[config.mk]
export PLATFORM = sky130hd
export DESIGN_NAME = prog_sequence_repeater
export DESIGN_NICKNAME = d
export VERILOG_FILES = /design/src/rtl/prog_seq_pkg.sv /design/src/rtl/seq_pattern_ram.sv /design/src/rtl/prog_sequence_repeater.sv
export SDC_FILE = /design/constraint.sdc
export NUM_CORES = 1
export LEC_CHECK = 0
export CAP_MARGIN = 20
export CORE_UTILIZATION = 56
export CTS_CLUSTER_SIZE = 30
export DETAILED_ROUTE_END_ITERATION = 7
export PLACE_DENSITY = 0.79
export SLEW_MARGIN = 20
export SYNTH_ARGS = -nofsm -noshare
export SYNTH_HDL_FRONTEND = slang
export SYNTH_SLANG_ARGS = --single-unit
[constraint.sdc]
create_clock -name clk -period 4.1 [get_ports clk]
set_clock_uncertainty 0.15 [all_clocks]
set_input_delay 0.615 -clock clk [delete_from_list [all_inputs] [get_ports clk]]
set_output_delay 0.615 -clock clk [all_outputs]
set_load 0.005 [all_outputs]
[src/rtl/prog_seq_pkg.sv]
// Shared types for the programmable sequence repeater.
//   mode_e  : playback mode encoding as seen on the mode port
//   state_e : control FSM states
//   DIR_*   : ping-pong direction encoding
package prog_seq_pkg;

    typedef enum logic [1:0] {
        MODE_REPEAT   = 2'd0,
        MODE_ONESHOT  = 2'd1,
        MODE_PINGPONG = 2'd2,
        MODE_RSVD     = 2'd3
    } mode_e;

    typedef enum logic {
        ST_IDLE = 1'b0,
        ST_RUN  = 1'b1
    } state_e;

    localparam logic DIR_UP   = 1'b0;
    localparam logic DIR_DOWN = 1'b1;

endpackage

[src/rtl/seq_pattern_ram.sv]
// DEPTH x DATA_W pattern register file, cleared by async reset.
//   clk, rst      : clock, async active-high reset (clears all entries)
//   we/waddr/wdata: single write port (caller filters illegal writes)
//   raddr/rdata   : combinational read port
module seq_pattern_ram #(
    parameter int DATA_W = 3,
    parameter int DEPTH  = 8,
    parameter int ADDR_W = $clog2(DEPTH)
) (
    input  logic              clk,
    input  logic              rst,
    input  logic              we,
    input  logic [ADDR_W-1:0] waddr,
    input  logic [DATA_W-1:0] wdata,
    input  logic [ADDR_W-1:0] raddr,
    output logic [DATA_W-1:0] rdata
);

    logic [DEPTH-1:0][DATA_W-1:0] mem;

    always_ff @(posedge clk or posedge rst) begin
        if (rst) begin
            mem <= '0;
        end else if (we) begin
            mem[waddr] <= wdata;
        end
    end

    assign rdata = mem[raddr];

endmodule

[src/rtl/prog_sequence_repeater.sv]
// Programmable sequence repeater: replays the first cfg_len pattern words
// over a valid/ready stream in REPEAT, ONESHOT or PINGPONG mode.
//   clk, rst            : clock, async active-high reset
//   cfg_we/addr/data    : pattern write port (accepted only while idle)
//   cfg_len, mode       : sequence length / playback mode, sampled at start
//   start, stop         : begin / abort playback
//   dout, dout_valid    : registered output word and its valid
//   dout_ready          : consumer accept
//   busy                : high while playing
//   done                : 1-cycle pulse after the last ONESHOT accept
//   cfg_err             : 1-cycle pulse on rejected start or write
module prog_sequence_repeater
    import prog_seq_pkg::*;
#(
    parameter int DATA_W = 3,
    parameter int DEPTH  = 8,
    parameter int ADDR_W = $clog2(DEPTH)
) (
    input  logic              clk,
    input  logic              rst,
    input  logic              cfg_we,
    input  logic [ADDR_W-1:0] cfg_addr,
    input  logic [DATA_W-1:0] cfg_data,
    input  logic [ADDR_W:0]   cfg_len,
    input  logic [1:0]        mode,
    input  logic              start,
    input  logic              stop,
    output logic [DATA_W-1:0] dout,
    output logic              dout_valid,
    input  logic              dout_ready,
    output logic              busy,
    output logic              done,
    output logic              cfg_err
);

    localparam logic [ADDR_W:0] DEPTH_L = DEPTH[ADDR_W:0];

    state_e              state_q, state_n;
    mode_e               mode_q, mode_n;
    logic [ADDR_W:0]     len_q, len_n, len_m1;
    logic [ADDR_W-1:0]   idx_q, idx_n, nxt, rd_addr;
    logic                dir_q, dir_n, nxt_dir, last;
    logic [DATA_W-1:0]   dout_q, dout_n, ram_rdata, rd_word;
    logic                done_n, err_n;
    logic                addr_ok, wr_ok, legal_start;

    // Out-of-range addresses only exist when DEPTH is not a power of two.
    if (DEPTH == (1 << ADDR_W)) begin : g_pow2
        assign addr_ok = 1'b1;
    end else begin : g_npow2
        assign addr_ok = ({1'b0, cfg_addr} < DEPTH_L);
    end

    assign busy        = (state_q == ST_RUN);
    assign dout_valid  = busy;
    assign dout        = dout_q;
    assign wr_ok       = cfg_we && !busy && addr_ok;
    assign legal_start = (cfg_len != '0) && (cfg_len <= DEPTH_L) &&
                         (mode != MODE_RSVD);

    // Index / direction successor for the current position.
    assign len_m1 = len_q - 1'b1;
    assign last   = ({1'b0, idx_q} == len_m1);

    always_comb begin
        nxt     = idx_q + 1'b1;
        nxt_dir = dir_q;
        case (mode_q)
            MODE_REPEAT: begin
                if (last) nxt = '0;
            end
            MODE_PINGPONG: begin
                if (len_q == 1) begin
                    nxt = '0;
                end else if (dir_q == DIR_UP) begin
                    nxt = idx_q + 1'b1;
                    if ({1'b0, nxt} == len_m1) nxt_dir = DIR_DOWN;
                end else begin
                    nxt = idx_q - 1'b1;
                    if (nxt == '0) nxt_dir = DIR_UP;
                end
            end
            default: nxt = idx_q + 1'b1;
        endcase
    end

    // Idle reads slot 0 for the first word; a same-cycle write to the slot
    // being read is forwarded so start sees freshly written data.
    assign rd_addr = busy ? nxt : '0;
    assign rd_word = (wr_ok && cfg_addr == rd_addr) ? cfg_data : ram_rdata;

    seq_pattern_ram #(
        .DATA_W(DATA_W),
        .DEPTH (DEPTH),
        .ADDR_W(ADDR_W)
    ) u_ram (
        .clk  (clk),
        .rst  (rst),
        .we   (wr_ok),
        .waddr(cfg_addr),
        .wdata(cfg_data),
        .raddr(rd_addr),
        .rdata(ram_rdata)
    );

    always_comb begin
        state_n = state_q;
        mode_n  = mode_q;
        len_n   = len_q;
        idx_n   = idx_q;
        dir_n   = dir_q;
        dout_n  = dout_q;
        done_n  = 1'b0;
        err_n   = cfg_we && (busy || !addr_ok);
        case (state_q)
            ST_IDLE: begin
                if (start) begin
                    if (legal_start) begin
                        state_n = ST_RUN;
                        mode_n  = mode_e'(mode);
                        len_n   = cfg_len;
                        idx_n   = '0;
                        dir_n   = DIR_UP;
                        dout_n  = rd_word;
                    end else begin
                        err_n = 1'b1;
                    end
                end
            end
            ST_RUN: begin
                // stop wins over a same-cycle accept
                if (stop) begin
                    state_n = ST_IDLE;
                end else if (dout_ready) begin
                    if (mode_q == MODE_ONESHOT && last) begin
                        state_n = ST_IDLE;
                        done_n  = 1'b1;
                    end else begin
                        idx_n  = nxt;
                        dir_n  = nxt_dir;
                        dout_n = rd_word;
                    end
                end
            end
            default: state_n = ST_IDLE;
        endcase
    end

    always_ff @(posedge clk or posedge rst) begin
        if (rst) begin
            state_q <= ST_IDLE;
            mode_q  <= MODE_REPEAT;
            len_q   <= '0;
            idx_q   <= '0;
            dir_q   <= DIR_UP;
            dout_q  <= '0;
            done    <= 1'b0;
            cfg_err <= 1'b0;
        end else begin
            state_q <= state_n;
            mode_q  <= mode_n;
            len_q   <= len_n;
            idx_q   <= idx_n;
            dir_q   <= dir_n;
            dout_q  <= dout_n;
            done    <= done_n;
            cfg_err <= err_n;
        end
    end

endmodule

## Word level (Yosys, flattened, before mapping)

Cells that the tools add are included.
W data, S select, Z words.

- Register bits after elaboration: 40
- Bits of input ports: 18
- Output and inout port bits: 7

- Reductions and logical operators: 14
- Multiplexer cells: 47
- $add $sub $neg: 3
- Bitwise gates (word level): 1
- Eq/ne operators: 14
- Magnitude comparators: 4

Operators with widths:

| operator | count |
|---|---|
| $mux W3 | 17 |
| $bwmux W24 | 1 |
| $mux W1 | 22 |
| $pmux W3 S2 | 3 |
| $ne A2 B2 Y1 const B | 7 |
| $bmux W3 S3 | 1 |
| $demux W3 S3 | 1 |
| $eq A3 B4 Y1 | 2 |
| $lt A3 B4 Y1 const B | 2 |
| $logic_and A1 B1 Y1 | 7 |
| $reduce_and A7 Y1 | 1 |
| $reduce_and A5 Y1 | 1 |
| $eq A4 B1 Y1 const B | 1 |
| $le A4 B4 Y1 const B | 1 |
| $pmux W1 S2 | 2 |
| $reduce_bool A4 Y1 | 1 |
| $sub A4 B1 Y4 const B | 1 |
| $add A3 B1 Y3 const B | 1 |
| $eq A3 B3 Y1 | 1 |
| $ge A3 B1 Y1 const B | 1 |
| $logic_not A3 Y1 | 1 |
| $reduce_and A3 Y1 | 1 |
| $sub A3 B1 Y3 const B | 1 |
| $eq A2 B1 Y1 const B | 1 |
| other kinds (5) | 5 |

## Longest topological paths before layout

Gate-level depths: netlist of the first run.

- Depth in word-level cells: 12
- Depth in mapped cells: 11
- Mapped depth without buffers: 8

## Hierarchy

Synthesis of the first run repeated with hierarchy kept, for this count alone.

- Cells, all modules: 163
- Area total of the unflattened synthesis: 2,306.0 µm²

By module, submodules not included:

| module | times used | cells an instance | area each (µm²) |
|---|---|---|---|
| seq_pattern_ram | 1 | 68 | 1,173.6 |
| prog_sequence_repeater | 1 | 95 | 1,132.3 |

## Worst setup path after synthesis of the first run

OpenSTA, ideal clock, no wires.

- Kind: register -> register
- Start: register idx_q[0]
- End: register dout_q[1], in the netlist dout[1]
- Stages on the path, launching flop included: 11
- Setup slack: 1.166 ns
- Clock period less this slack: 2.934 ns
- Arrival time: 2.674 ns
- Required time: 3.840 ns
- Cells stage by stage: dfrtp_1 > clkbuf_1 > clkbuf_1 > inv_1 > ha_1 > clkbuf_1 > nor3_1 > a31oi_1 > nor2_1 > o311a_1 > o41ai_1

- Longest elaborated chain between the ends: 12

Ends and longest elaborated chain:

| item | line | source |
|---|---|---|
| start: declaration | prog_sequence_repeater.sv:41 | `logic [ADDR_W-1:0] idx_q, idx_n, nxt, rd_addr;` |
| start signal: assignment | prog_sequence_repeater.sv:163 | `idx_q <= idx_n;` |
| $add A3 B1 Y3 / $sub A3 B1 Y3 (equally long branches) | n/a |  |
| $mux W3 | prog_sequence_repeater.sv:75 | `end else if (dir_q == DIR_UP) begin` |
| $mux W3 | prog_sequence_repeater.sv:73 | `if (len_q == 1) begin` |
| $pmux W3 S2 | prog_sequence_repeater.sv:68 | `case (mode_q)` |
| $mux W3 | prog_sequence_repeater.sv:89 | `assign rd_addr = busy ? nxt : '0;` |
| $bmux W3 S3 / $eq A3 B3 Y1 (equally long branches) | seq_pattern_ram.sv:29, prog_sequence_repeater.sv:90 |  |
| $mux W3 (implied by the code) / $logic_and A1 B1 Y1 (equally long branches) | seq_pattern_ram.sv:29, prog_sequence_repeater.sv:90 |  |
| $mux W3 | prog_sequence_repeater.sv:90 | `assign rd_word = (wr_ok && cfg_addr == rd_addr) ? cfg_data : ram_rdata;` |
| $mux W3 | prog_sequence_repeater.sv:135 | `if (mode_q == MODE_ONESHOT && last) begin` |
| $mux W3 | prog_sequence_repeater.sv:134 | `end else if (dout_ready) begin` |
| $mux W3 | prog_sequence_repeater.sv:132 | `if (stop) begin` |
| $pmux W3 S2 | prog_sequence_repeater.sv:115 | `case (state_q)` |
| end signal: assignment | prog_sequence_repeater.sv:165 | `dout_q <= dout_n;` |
| end: declaration | prog_sequence_repeater.sv:43 | `logic [DATA_W-1:0] dout_q, dout_n, ram_rdata, rd_word;` |

Parallel ways exist; a longest one is shown, timed or not. The select of a mux whose other input is x is not followed.
A chain may end at the register's enable or synchronous reset.

## Final worst setup path of the first run

- Start: register idx_q[0]
- End: register dout_q[2], in the netlist dout[2]

The elaborated chain is that of the path after synthesis.

==> results of run 1 <==
path summary, 6_finish.rpt:
| kind | to | cells after the start |
|---|---|---|
| setup / recovery | dout[2]$_DFFE_PP0P_ | 8 |
| max in group asynchronous | u_ram.mem[9]$_DFFE_PP0P_ | 3 |
| hold reg to reg | u_ram.mem[4]$_DFFE_PP0P_ | 1 |
| hold / removal | u_ram.mem[4]$_DFFE_PP0P_ | 1 |
| min in group asynchronous | len_q[1]$_DFFE_PP0P_ | 3 |
| setup reg to reg | dout[2]$_DFFE_PP0P_ | 8 |
routing by layer:
layer,track usage (%),vias up
li1,-,857
met1,37.40,859
met2,36.87,32
met3,5.308,5
met4,7.979,0
met5,0,-
worst max-delay path, stage by stage (launching register included):
cell	delay, ps
dfrtp_1	740
inv_1	280
ha_1	350
xor2_1	370
nor3_1	80
a31oi_1	460
o32ai_1	190
o31a_1	310
o31ai_1	270
metrics by stage:
| stage | hold slack [ps] | util (%) | instance area (µm²) | setup slack (ps) | instances |
|---|---|---|---|---|---|
| finish | 351.9 | 68.31 | 2733 | 803.1 | 290 |
| global route | 365.6 | 68.31 | 2733 | 491.9 | 290 |
| CTS | 355.8 | 68.31 | 2733 | 872.0 | 290 |
| detailed placement | 338.0 | 65.28 | 2611 | 844.1 | 282 |
| global placement | 330.2 | 65.28 | 2611 | 926.1 | 282 |
| floorplan | 319.9 | - | 2344 | 1166 | 214 |
power by group:
group / internal, W / switching [W]
clock: 0.000199 / 0.000148
sequential: 0.000501 / 0.000103
combinational: 0.000283 / 0.000244
total: 0.000984 / 0.000494
cells in the mapped netlist (4+ instances only):
| cell | count |
|---|---|
| xnor2_1 | 7 |
| o31ai_1 | 4 |
| nand3b_1 | 5 |
| nor2_1 | 4 |
| o21ai_0 | 6 |
| inv_1 | 9 |
| dfrtp_1 | 40 |
| nand2_1 | 10 |
| mux2_2 | 33 |
| nor3b_1 | 4 |
| a31oi_1 | 5 |
| nor3_1 | 10 |
| nand3_1 | 5 |
| a21oi_1 | 5 |
| clkbuf_1 | 4 |
| ha_1 | 5 |
| mux2i_1 | 5 |
state kept, by name, summed over array words and instances (netlist names):
register and cells:
busy 1, cfg_err 1, dir_q 1, done 1, dout 3, idx_q 3
len_q 4, mode_q 2, u_ram.mem 24
final cells by class:
type	instances	area, µm²
Inverter	9	33.78
Multi-Input combinational cell	157	1259
Fill cell	313	1267
Clock inverter	2	38.79
Sequential cell	40	1001
Timing Repair Buffer	26	255.2
Tap cell	50	62.56
Clock buffer	6	82.58
kinds of logic after synthesis:
family,after synthesis
fa+ha+maj,5
xor+xnor,10
mux,38
compound gates,42
flops,40
buf+inv,17
simple gates,62
==> flow_summary.ini, run 1 <==
[yosys]
synth_simple_gate_area_share_pct = 15.59
async_reset_ff_share_pct = 100.0
synth_area_per_cell_um2 = 10.95
ys_seq_elements = 40
synth_edf_count = 0
syn_nets = 237
synth.area.mux_share_pct = 17.99
ys.flop_type = dfrtp_1
yosysTopAreaCell = dfrtp_1
synth_top_area_share_pct = 42.71
ys_warn_count = 0
synth_area_leaders = dfrtp_1 43%, mux2_2 16%, ha_1 2.7%
ys_seq_area_share_pct = 42.71
synthXorXnorAreaFrac_pct = 4.058
syn_inst = 214
yosys.cell_types.count = 51
synth_area_mm2 = 0.002343
synth-adder-area-share_pct = 2.670
synth_compound_gate_area_share_pct = 13.40
synth_top_family_by_area = multiplexers

[cells_and_area]
area.growth.synth_to_final_pct = 16.60
final_cell_mix = 40 x dfrtp_1, 33 x mux2_2, 24 x clkdlybuf4s50_1, 10 x nand2_1, 10 x nor3_1
final_nets = 262
layout-drive-gt1-share_pct = 21.25
final_common_cell = dfrtp_1
diodes = 0

[cts]
clk_latency_ps = 300
cts_tree = yes
root_buffer = clkbuf_8
postCtsHoldBufs = 0
cts_buffers = 5
postCtsSetupBuffers = 0
cts_buffer_depth = 2
cts_max_level = 2
clkTransAtPathRegs_ps = 80
post_cts_resize_count = 0
clock_sinks = 40

[power]
ir_drop_v = 0.0003025
power_density_mw_per_mm2 = 540.7
finalPower_w = 0.001478
leakage_nw = 1.114

[route]
via_per_inst = 6.045
met1_length_um = 2547
via_count = 1753
drtPass1Iterations = 4
dr.max_layer_used = met4
wl_um = 5023
route.met3.wl_um = 125
avgRoutedWirePerCell_um = 17.32
ant_nets = 0
drc = 0
wl_met2_um = 2294
drtIter0Drc = 105

[critical_path]
reg2reg_slack_ps = 800
startpoint_type = flop
r2r_start = idx_q[0]$_DFFE_PP0P_
endpoint_kind = flop
required_ps = 4150
worstSetupStartpoint = idx_q[0]$_DFFE_PP0P_
crit_type = reg2reg
crit_arrival_ps = 3350
worstPathMaxFanout = 17

[sta]
setup_viol = 0
tns_ps = 0
period_share_pct = 80.41
worst_slew_pin_slew_ps = 842.8
maxSlewViolCount = 0
max_slew_margin_pct = 43.69
rsz0062_at_grt = no
fmax_mhz = 303.3
hold_viol_final = 0
min_period_ps = 3297

[status]
outcome = finished clean

[grt]
grt_first_pass_wirelength_um = 8224
antenna_found_initial = 0
grt_pass1_vias = 1625
grt.total_usage_pct = 25.39
overflow = 0
grt_max_degree = 41

[floorplanning]
die_w_um = 66.69
dieArea_mm2 = 0.004448
die_h_um = 66.69
num_rows = 23
coreArea_mm2 = 0.004000
initial_core_util_pct = 58.59
ios = 25

[job]
cap_violations = 0

[min_path]
hp-class = reg2reg
worstHoldStart = u_ram.mem[4]$_DFFE_PP0P_

[place]
hpwl_um = 3565
gp_congestion = 0.8399
port_buffers = 24
Power figures use the tool's default switching activity.
==> run 2, diff against run 1 <==
- CORE_UTILIZATION: 56 -> 51
- PLACE_DENSITY: 0.79 -> 0.76
- clock period: 4.1 -> 3 ns (I/O delays scaled with it)
==> flow_summary.ini, run 2 (synthesis results as in run 1) <==
[status]
outcome = finished clean

[cts]
postCtsHoldBufs = 0
postCtsSetupBuffers = 0
clk_latency_ps = 300
clock_sinks = 40
cts_tree = yes
cts_buffers = 5
cts_max_level = 2
post_cts_resize_count = 0
clkTransAtPathRegs_ps = 80
cts_buffer_depth = 2
root_buffer = clkbuf_8

[critical_path]
crit_arrival_ps = 2810
crit_chain = inv_1 -> ha_1 -> xor2_2 -> or4b_4 -> and2_4 -> o31a_1 -> o311a_1 -> o41ai_1
worstPathMaxFanout = 10
critPathSlowestCell = or4b_4
cp_top_family = compound AO/OA/AOI/OAI gates
endpoint_kind = flop
required_ps = 3030
crit_buf_inv = 1
max_stage_delay_ps = 510
crit_type = reg2reg
startpoint_type = flop

[sta]
maxSlewViolCount = 0
tns_ps = 0
period_share_pct = 92.86
hold_viol_final = 0
setup_viol = 0
fmax_mhz = 359.0
worst_slew_pin_slew_ps = 516.4
hold_slack_ps = 361.0
max_slew_margin_pct = 65.57
rsz0062_at_grt = no
min_period_ps = 2786

[cells_and_area]
top_regs = u_ram.mem (24), len_q (4)
final_cell_mix = 40 x dfrtp_1, 33 x mux2_2, 24 x clkdlybuf4s50_1, 10 x nand2_1, 10 x nor3_1
largest_register_ff_count = 24
diodes = 0
area.growth.synth_to_final_pct = 16.92
final_nets = 268
layout-drive-gt1-share_pct = 22.86
seqCellArea_mm2 = 0.001001
fillCellCount = 362
multi_input_area_mm2 = 0.001259
regMostFlops = u_ram.mem
final_common_cell = dfrtp_1

[place]
hpwl_um = 3887
port_buffers = 24
gp_congestion = 0.8459

[route]
drc = 0
via_count = 1801
via_per_inst = 6.064
drtPass1Iterations = 5
ant_nets = 0
wl_um = 5240
avgRoutedWirePerCell_um = 17.64
drtIter0Drc = 113

[grt]
antenna_found_initial = 0
grt.total_usage_pct = 23.58
grt_max_degree = 41
overflow = 0
grt_pass1_vias = 1798
grt_first_pass_wirelength_um = 9018

[floorplanning]
die_w_um = 69.79
initial_core_util_pct = 53.45
ios = 25
dieArea_mm2 = 0.004870
coreArea_mm2 = 0.004384
die_h_um = 69.79
num_rows = 24

[power]
ir_drop_v = 0.0004066
leakage_nw = 1.122
power_density_mw_per_mm2 = 707.9

[min_path]
hp-class = reg2reg

[job]
cap_violations = 0
==> run 2: changes by cell type in the layout (fill, tap and decap cells not counted) <==
cell        change
buf_4           +6
clkbuf_8        -1
clkinv_2        +1
clkinvlp_4      +1
clkinv_4        -1
bufinv_16       -1
==> run 2: area by class of cell <==
class                           instances  area share [%]
Sequential cell                        40           36.53
Timing Repair Buffer                   32           10.96
Multi-Input combinational cell        157           45.94
Clock buffer                            5           2.511
Tap cell                               52           2.374
Clock inverter                          2          0.4566
Inverter                                9           1.233
==> run 2: worst register-to-register path: cells and delay by family (launching register included) <==
family / cells / cell delay [ps]
buf+inv: 1 / 80
xor+xnor: 1 / 170
fa+ha+maj: 1 / 210
compound gates: 3 / 970
simple gates: 2 / 690
flops: 1 / 400
==> run 2: power breakdown <==
| part | switching (W) | internal [W] | total, W |
|---|---|---|---|
| combinational | 0.000364 | 0.000417 | 0.000781 |
| clock | 0.000191 | 0.000157 | 0.000348 |
| sequential | 0.000124 | 0.000686 | 0.000810 |
| total | 0.000679 | 0.00126 | 0.00194 |
==> run 2: stage by stage <==
stage | util, % | cells | setup slack (ps) | power (W) | cell area (µm²)
floorplan | - | 214 | 66.10 | 0.001339 | 2344
global placement | 60.65 | 290 | 293.2 | 0.001568 | 2659
detailed placement | 60.65 | 290 | 211.2 | 0.001596 | 2659
CTS | 62.50 | 297 | 191.1 | 0.001948 | 2740
global route | 62.50 | 297 | 34.61 | 0.002063 | 2740
finish | 62.50 | 297 | 214.2 | 0.001940 | 2740
==> run 2: final timing paths <==
kind	startpoint	end	slack, ps	cells after the start
max reg2reg	len_q[1]$_DFFE_PP0P_	dout[1]$_DFFE_PP0P_	210	8
min in group asynchronous	rst	u_ram.mem[4]$_DFFE_PP0P_	430	3
min reg2reg	u_ram.mem[17]$_DFFE_PP0P_	u_ram.mem[17]$_DFFE_PP0P_	360	1
max in group asynchronous	rst	u_ram.mem[2]$_DFFE_PP0P_	1910	3
max	len_q[1]$_DFFE_PP0P_	dout[1]$_DFFE_PP0P_	210	8
min	u_ram.mem[17]$_DFFE_PP0P_	u_ram.mem[17]$_DFFE_PP0P_	360	1
==> run 2: layer usage <==
| metal | vias up | global-route usage [%] | wire [µm] |
|---|---|---|---|
| li1 | 864 | - | - |
| met1 | 903 | 32.32 | 2460 |
| met2 | 28 | 37.61 | 2564 |
| met3 | 6 | 5.233 | 153 |
| met4 | 0 | 6.667 | 61 |
| met5 | - | 0 | 0 |
